`config.mk`:
```
export PLATFORM = sky130hd
export DESIGN_NAME = fetch_queue
export DESIGN_NICKNAME = d
export VERILOG_FILES = /design/src/rtl/fetch_queue.sv
export SDC_FILE = /design/constraint.sdc
export NUM_CORES = 1
export LEC_CHECK = 0
export CAP_MARGIN = 25
export CORE_UTILIZATION = 35
export CTS_CLUSTER_SIZE = 20
export DETAILED_ROUTE_END_ITERATION = 6
export DONT_BUFFER_PORTS = 1
export HOLD_SLACK_MARGIN = 0.03
export PLACE_DENSITY = 0.48
export SLEW_MARGIN = 5
export SYNTH_ARGS = -nofsm -noshare
export SYNTH_HDL_FRONTEND = slang
export SYNTH_SLANG_ARGS = --single-unit
```
`constraint.sdc`:
```
create_clock -name clk -period 2.3 [get_ports clk]
set_input_delay 0.46 -clock clk [delete_from_list [all_inputs] [get_ports clk]]
set_output_delay 0.46 -clock clk [all_outputs]
set_load 0.05 [all_outputs]
```
`src/rtl/fetch_queue.sv`:
```
// In-order {pc, instr} FIFO between IF and ID with fetch back-pressure and redirect flush.
// Optional same-cycle empty-queue forwarding when FETCH_QUEUE_BYPASS_EN is defined.
module fetch_queue #(
  parameter  int WORD_SIZE = 32,
  parameter  int ADDR_SIZE = 10,
  parameter  int DEPTH     = 4,
  localparam int PTR_W     = $clog2(DEPTH)
) (
  input  logic                 clk,
  input  logic                 rst,
  input  logic                 in_valid,
  input  logic [ADDR_SIZE-1:0] in_pc,
  input  logic [WORD_SIZE-1:0] in_instr,
  output logic                 fetch_en,
  input  logic                 flush,
  output logic                 out_valid,
  input  logic                 out_ready,
  output logic [ADDR_SIZE-1:0] out_pc,
  output logic [WORD_SIZE-1:0] out_instr,
  output logic [PTR_W:0]       count,
  output logic                 ovf
);

  localparam logic [PTR_W-1:0] PTR_ONE   = {{(PTR_W-1){1'b0}}, 1'b1};
  localparam logic [PTR_W:0]   CNT_ONE   = {{PTR_W{1'b0}}, 1'b1};
  localparam logic [PTR_W:0]   CNT_DEPTH = (PTR_W+1)'(DEPTH);

  logic [ADDR_SIZE-1:0] pc_mem_r    [DEPTH];
  logic [WORD_SIZE-1:0] instr_mem_r [DEPTH];
  logic [PTR_W-1:0]     wr_ptr_r;
  logic [PTR_W-1:0]     rd_ptr_r;
  logic [PTR_W:0]       count_r;
  logic                 ovf_r;

  logic full_s;
  logic empty_s;
  logic push_s;
  logic pop_s;
  logic bypass_s;

  // Handshake decode and head selection; full/empty come only from the registered count.
  always_comb begin
    full_s   = (count_r == CNT_DEPTH);
    empty_s  = (count_r == {(PTR_W+1){1'b0}});
    pop_s    = !empty_s && out_ready && !flush;
`ifdef FETCH_QUEUE_BYPASS_EN
    bypass_s = empty_s && in_valid && !flush;
`else
    bypass_s = 1'b0;
`endif
    // A forwarded pair that ID accepts immediately is never written.
    push_s   = in_valid && !full_s && !flush && !(bypass_s && out_ready);
    fetch_en = !full_s;
    if (bypass_s) begin
      out_valid = 1'b1;
      out_pc    = in_pc;
      out_instr = in_instr;
    end else begin
      out_valid = !empty_s;
      out_pc    = pc_mem_r[rd_ptr_r];
      out_instr = instr_mem_r[rd_ptr_r];
    end
  end

  // Storage, pointers, occupancy and sticky overflow; flush outranks push/pop, rst outranks flush.
  always_ff @(posedge clk) begin
    if (rst) begin
      wr_ptr_r <= {PTR_W{1'b0}};
      rd_ptr_r <= {PTR_W{1'b0}};
      count_r  <= {(PTR_W+1){1'b0}};
      ovf_r    <= 1'b0;
      for (int i = 0; i < DEPTH; i++) begin
        pc_mem_r[i]    <= {ADDR_SIZE{1'b0}};
        instr_mem_r[i] <= {WORD_SIZE{1'b0}};
      end
    end else if (flush) begin
      count_r  <= {(PTR_W+1){1'b0}};
      rd_ptr_r <= wr_ptr_r;
    end else begin
      if (push_s) begin
        pc_mem_r[wr_ptr_r]    <= in_pc;
        instr_mem_r[wr_ptr_r] <= in_instr;
        wr_ptr_r              <= wr_ptr_r + PTR_ONE;
      end else begin
        wr_ptr_r <= wr_ptr_r;
      end
      if (pop_s) begin
        rd_ptr_r <= rd_ptr_r + PTR_ONE;
      end else begin
        rd_ptr_r <= rd_ptr_r;
      end
      case ({push_s, pop_s})
        2'b10:   count_r <= count_r + CNT_ONE;
        2'b01:   count_r <= count_r - CNT_ONE;
        default: count_r <= count_r;
      endcase
      if (in_valid && full_s) begin
        ovf_r <= 1'b1;
      end else begin
        ovf_r <= ovf_r;
      end
    end
  end

  assign count = count_r;
  assign ovf   = ovf_r;

endmodule

```
Word-level counts from Yosys, hierarchy flattened --
Memories as Yosys holds them, arrays and structs flattened. A register that Yosys moved wholly into a read port is not among the register bits. Index checks and enable logic that the tools add are counted.
Word-level totals: register bits after elaboration 8, bits in latches 0, memory bits (writable) 168, bits in read-only memories 0, bits of input ports 47, output and inout port bits 48, word-level logic and storage cells 49, memories 2
Cells by class: add/subtract/negate cells 4, $mul 0, div/mod/pow operators 0, order comparisons 0, equality and inequality tests 3, shift operators 0, mux-type cells 19, bitwise operators 1, reduce and logical (&&, ||, !) cells 16
Memories:
- instr_mem_r | depth 4, width 32, read ports 1, clocked after Yosys merged registers in 1, write ports 4, line 29 | logic [WORD_SIZE-1:0] instr_mem_r [DEPTH];
- pc_mem_r | depth 4, width 10, read ports 1, clocked after Yosys merged registers in 1, write ports 4, line 28 | logic [ADDR_SIZE-1:0] pc_mem_r [DEPTH];
Operators with widths (number):
- two-way mux 32 bit | 1
- OR reduction 32 bit | 1
- two-way mux 2 bit | 8
- two-way mux 10 bit | 1
- OR reduction 10 bit | 1
- two-way mux 1 bit | 8
- case mux 3 bit (2 select lines) | 1
- logical AND 1 bit | 5
- adder 2 x 1 -> 2 bit, second input constant | 2
- AND reduction 2 bit | 2
- nonzero test 2 bit | 2
- adder 3 x 1 -> 3 bit, second input constant | 1
- equality test 3 bit, second input constant | 1
- logical NOT 1 bit | 3
- logical NOT 3 bit | 1
- subtractor 3 x 1 -> 3 bit, second input constant | 1
- equality test 2 x 1 -> 1 bit, second input constant | 1
- equality test 2 bit, second input constant | 1
- OR reduction 2 bit | 1
- NOT 1 bit | 1

Logic depth before layout (Yosys ltp) --
Gate-level depths: netlist (run 1).
depth in word-level cells 10, gate-level depth with buffers 10, gate-level depth less buffers 9

Worst setup path after synthesis (run 1) --
OpenSTA, ideal clock, no wires.
path type register to register, start reg count_r[2], in the netlist count[2], end reg count_r[2], in the netlist count[2], library setup time 0.086 ns, arrival time 2.517 ns, required time 2.214 ns, slack -0.302 ns, cell stages (with the launch flop) 10, buffers on the path 0, clock period less this slack 2.602 ns, cell sequence dfxtp_1 nor3b_4 nor2_1 inv_1 ha_1 inv_1 fa_1 xor2_1 or3_1 a211oi_1
Between the ends: longest elaborated chain between the ends 6, elaborated cells between the ends (all ways) 14, classes of those cells add/sub (2); eq/ne (3); mux (1); reduce/logical (8)
RTL lines:
- start, declared | line 32 | logic [PTR_W:0] count_r;
- start signal, assigned | line 70 | count_r <= {(PTR_W+1){1'b0}};
- start signal, assigned | line 77 | count_r <= {(PTR_W+1){1'b0}};
- start signal, assigned | line 93 | 2'b10: count_r <= count_r + CNT_ONE;
- equality test 3 bit or logical NOT 3 bit (tied branches) | line 43, 44
- logical NOT 1 bit, on equally long branches | line 52, 45
- logical AND 1 bit, on equally long branches (2 in series) | line 52, 45
- equality test 2 x 1 -> 1 bit or equality test 2 bit (tied branches) | line 92 | case ({push_s, pop_s})
- case mux 3 bit (2 select lines) or nonzero test 2 bit (tied branches)
Several ways; a longest one is shown, not always the timed one. A chain may end at the register's enable or synchronous reset.

==> results of run 1 <==
power groups by stage:
stage	combinational [W]	clock [W]	sequential, W
2_1_floorplan	0.000597	0	0.00380
3_3_place_gp	0.000751	0	0.00381
3_5_place_dp	0.000751	0	0.00382
4_1_cts	0.000767	0.00292	0.00375
5_1_grt	0.000788	0.00306	0.00376
6_report	0.000746	0.00286	0.00374
state kept, by name, indices dropped and copies added (netlist names), named ones only:
name,flops
pc_mem_r,40
instr_mem_r,128
rd_ptr_r,2
ovf,1
wr_ptr_r,2
count,3
final cells by class:
type | instances | area share [%]
clock buffers | 20 | 5.051
well taps | 275 | 3.891
multi-input cells | 253 | 26.57
flip-flops and latches | 178 | 59.44
repair buffers | 25 | 3.240
clock inverters | 12 | 1.514
inverters | 7 | 0.2971
layout by cell type, fill, tap and decap left out, drive strengths merged:
master and count:
mux4 42, nand2b 2, fa 1, nor4 1, buf 25, and2 168
nand3 1, nor2 6, a211oi 1, nor3 3, clkinvlp 2, a31o 3
o21a 2, dfxtp 10, or2 2, nor3b 1, o21ai 2, xor2 2
edfxtp 168, nor4b 1, a311oi 1, or3 2, a21oi 5, xnor2 2
clkbuf 20, inv 9, ha 1, bufinv 2, clkinv 6, o31ai 1
nor2b 1, and4 1, o311ai 1
worst paths after layout:
kind | endpoint | slack, ns | cells after the start
min reg2reg | wr_ptr_r[0] | 0.58 | 2
max | out_instr[20] | 0.05 | 2
max reg2reg | count[2] | 0.15 | 9
min | count[2] | 0.1 | 1
stage by stage:
step | TNS (ns) | instance area (µm²) | util [%] | power (W)
2_1_floorplan | 0 | 7724 | - | 0.004395
3_3_place_gp | 0 | 8224 | 38.64 | 0.004559
3_5_place_dp | 0 | 8224 | 38.64 | 0.004569
4_1_cts | -0.01872 | 8843 | 41.54 | 0.007432
5_1_grt | -0.5419 | 8843 | 41.54 | 0.007606
6_report | 0 | 8843 | 41.54 | 0.007347
what timing repair did:
item	in CTS	in global routing
cloned	1	0
resized for setup	2	0
setup buffers	1	0
endpoints found under the setup margin	35	17
per-layer routing:
layer	wire [µm]	track usage, %
met3	1216	6.303
met4	168	4.040
met5	0	0
met1	6798	18.90
met2	8549	26.84
cells by family after synthesis:
family / synth area share (%)
AOI/OAI and AO/OA: 1.411
xor gates and xnor gates: 0.4543
adders and majority gates: 0.4218
buffers and inverters: 1.914
DFF: 68.01
muxes: 12.26
and+or+nand+nor: 15.53
worst reg2reg max path, delay by kind of cell (launching register included):
| kind | cells | cell delay [ns] |
|---|---|---|
| AO/OA/AOI/OAI | 1 | 0.25 |
| XOR/XNOR | 1 | 0.16 |
| adder cells (fa/ha/maj) | 2 | 0.55 |
| buffers and inverters | 2 | 0.13 |
| flip-flops | 1 | 0.36 |
| AND/OR/NAND/NOR | 3 | 0.62 |
==> flow_metrics.env, run 1 <==
export IMPL_status="finished clean"
export IMPL_pre_cts_ws_ns=0.1433
export IMPL_pwr_share_seq_pct=50.9
export IMPL_routed_wl_um=16730
export IMPL_fmax_mhz=444.1
export IMPL_drv_cap=0
export IMPL_start_util_pct=36.23
export IMPL_postRouteAntennaNets=0
export IMPL_min_period_ns=2.252
export IMPL_clk_pin_slew_ns=0.07
export IMPL_via_per_inst=4.931
export IMPL_fill_cells=1897
export IMPL_numPortBuffers=0
export IMPL_drv_slew=0
export IMPL_max_stage_delay_ns=0.69
export IMPL_rows=53
export IMPL_die_h_um=150.4
export IMPL_endpoint_kind="output pin"
export IMPL_yosysTopAreaCell="edfxtp_1"
export IMPL_area_delta_synth_final_pct=14.67
export IMPL_fin_nets=531
export IMPL_grt_pass1_vias=4229
export IMPL_crit_fanout=16
export IMPL_syn_area_um2=7712
export IMPL_critPathRequiredTime_ns=1.84
export IMPL_n_antenna_cell=0
export IMPL_worstHoldStart="rst"
export IMPL_numCtsBuffers=17
export IMPL_clock_skew_ns=0.01256
export IMPL_synthTopCellsByCount="168 x and2_1, 168 x edfxtp_1, 42 x mux4_2, 19 x clkbuf_1"
export IMPL_worstSetupPathType="flop to output pin"
export IMPL_seqCellArea_um2=5256
export IMPL_grt_use_total_pct=15.92
export IMPL_yosysTopAreaCellShare_pct=65.41
export IMPL_cp_start_kind="flop"
export IMPL_drt_iter0_drc=188
export IMPL_path_cells="buf_12, mux4_2"
export IMPL_cts_sinks=178
export IMPL_yosys_warnings=0
export IMPL_cpLargestDelayFamily="multiplexers"
export IMPL_grt_max_degree=44
export IMPL_fin_cells=770
export IMPL_gp_congestion=0.7733
export IMPL_grt_overflow_total=0
export IMPL_slowest_stage="mux4_2"
export IMPL_hold_viol_final=0
export IMPL_async_reset_ff_share_pct=0
export IMPL_hold_class="input pin to flop"
export IMPL_p_per_area_nw_per_um2=830.8
export IMPL_worst_skew_pair_late_latency_ns=0.42
export IMPL_synthesis_nets=516
export IMPL_postSynthCellCount=467
export IMPL_cts_htree_levels=4
export IMPL_leakage_nw=3.119
export IMPL_synth_edf_count=168
export IMPL_ctsLongestPathBuffers=2
export IMPL_dpl_hpwl_um=9550
export IMPL_cts_tree="yes"
export IMPL_synth_ff_type="edfxtp_1"
export IMPL_yosysSeqAreaShare_pct=68.01
export IMPL_multi_input_area_um2=2350
export IMPL_drive_gt1_share_pct=23.03
export IMPL_vdd_drop_max_mv=0.4702
export IMPL_core_um2=21290
export IMPL_r2r_start="count[1]"
export IMPL_power_switching_w=0.001799
export IMPL_relSlewSlack_pct=37.63
export IMPL_dieArea_um2=22630
export IMPL_vias=3797
export IMPL_path_buf_inv=1
export IMPL_post_route_period_util_pct=97.90
export IMPL_synth_area_leaders="edfxtp_1 65%, and2_1 14%, mux4_2 12%, dfxtp_1 2.6%, clkbuf_1 0.92%"
export IMPL_synth_area_per_cell_um2=16.51
export IMPL_synth_seq_cells=178
export IMPL_antenna_found_initial=0
export IMPL_yosysUniqueCellTypes=33
export IMPL_timing_hold_ws_ns=0.09913
export IMPL_cts_hold_buf=0
export IMPL_dp_cells=736
export IMPL_root_buffer="clkbuf_16"
export IMPL_p_comb_share_pct=10.2
export IMPL_switching_share_pct=24.49
export IMPL_die_x_um=150.4
export IMPL_internal_power_w=0.005548
export IMPL_grt_pass1_wl_um=25310
export IMPL_io_pins=95
export IMPL_fin_ws_ns=0.04833
export IMPL_clkPwrFrac_pct=38.9
export IMPL_rsz0062_at_grt="true"
export IMPL_cp_arrival_ns=1.79
export IMPL_tightest_slew_ns=0.9355
export IMPL_wl_per_cell_um=21.73
export IMPL_finalSetupViolCount=0
export IMPL_drc_errors=0
export IMPL_drt_first_pass_iters=4
(Power assumes the default switching activity.)
==> inputs of run 2 (changes only) <==
CAP_MARGIN = 20   (was 25)
CTS_CLUSTER_SIZE = 28   (was 20)
==> results of run 2 <==
Final layout, timing and power as in run 1 (identical DEF).
==> inputs of run 3 (changes only) <==
CAP_MARGIN = default   (was 20)
==> results of run 3 <==
Final layout, timing and power as in run 1 (identical DEF).
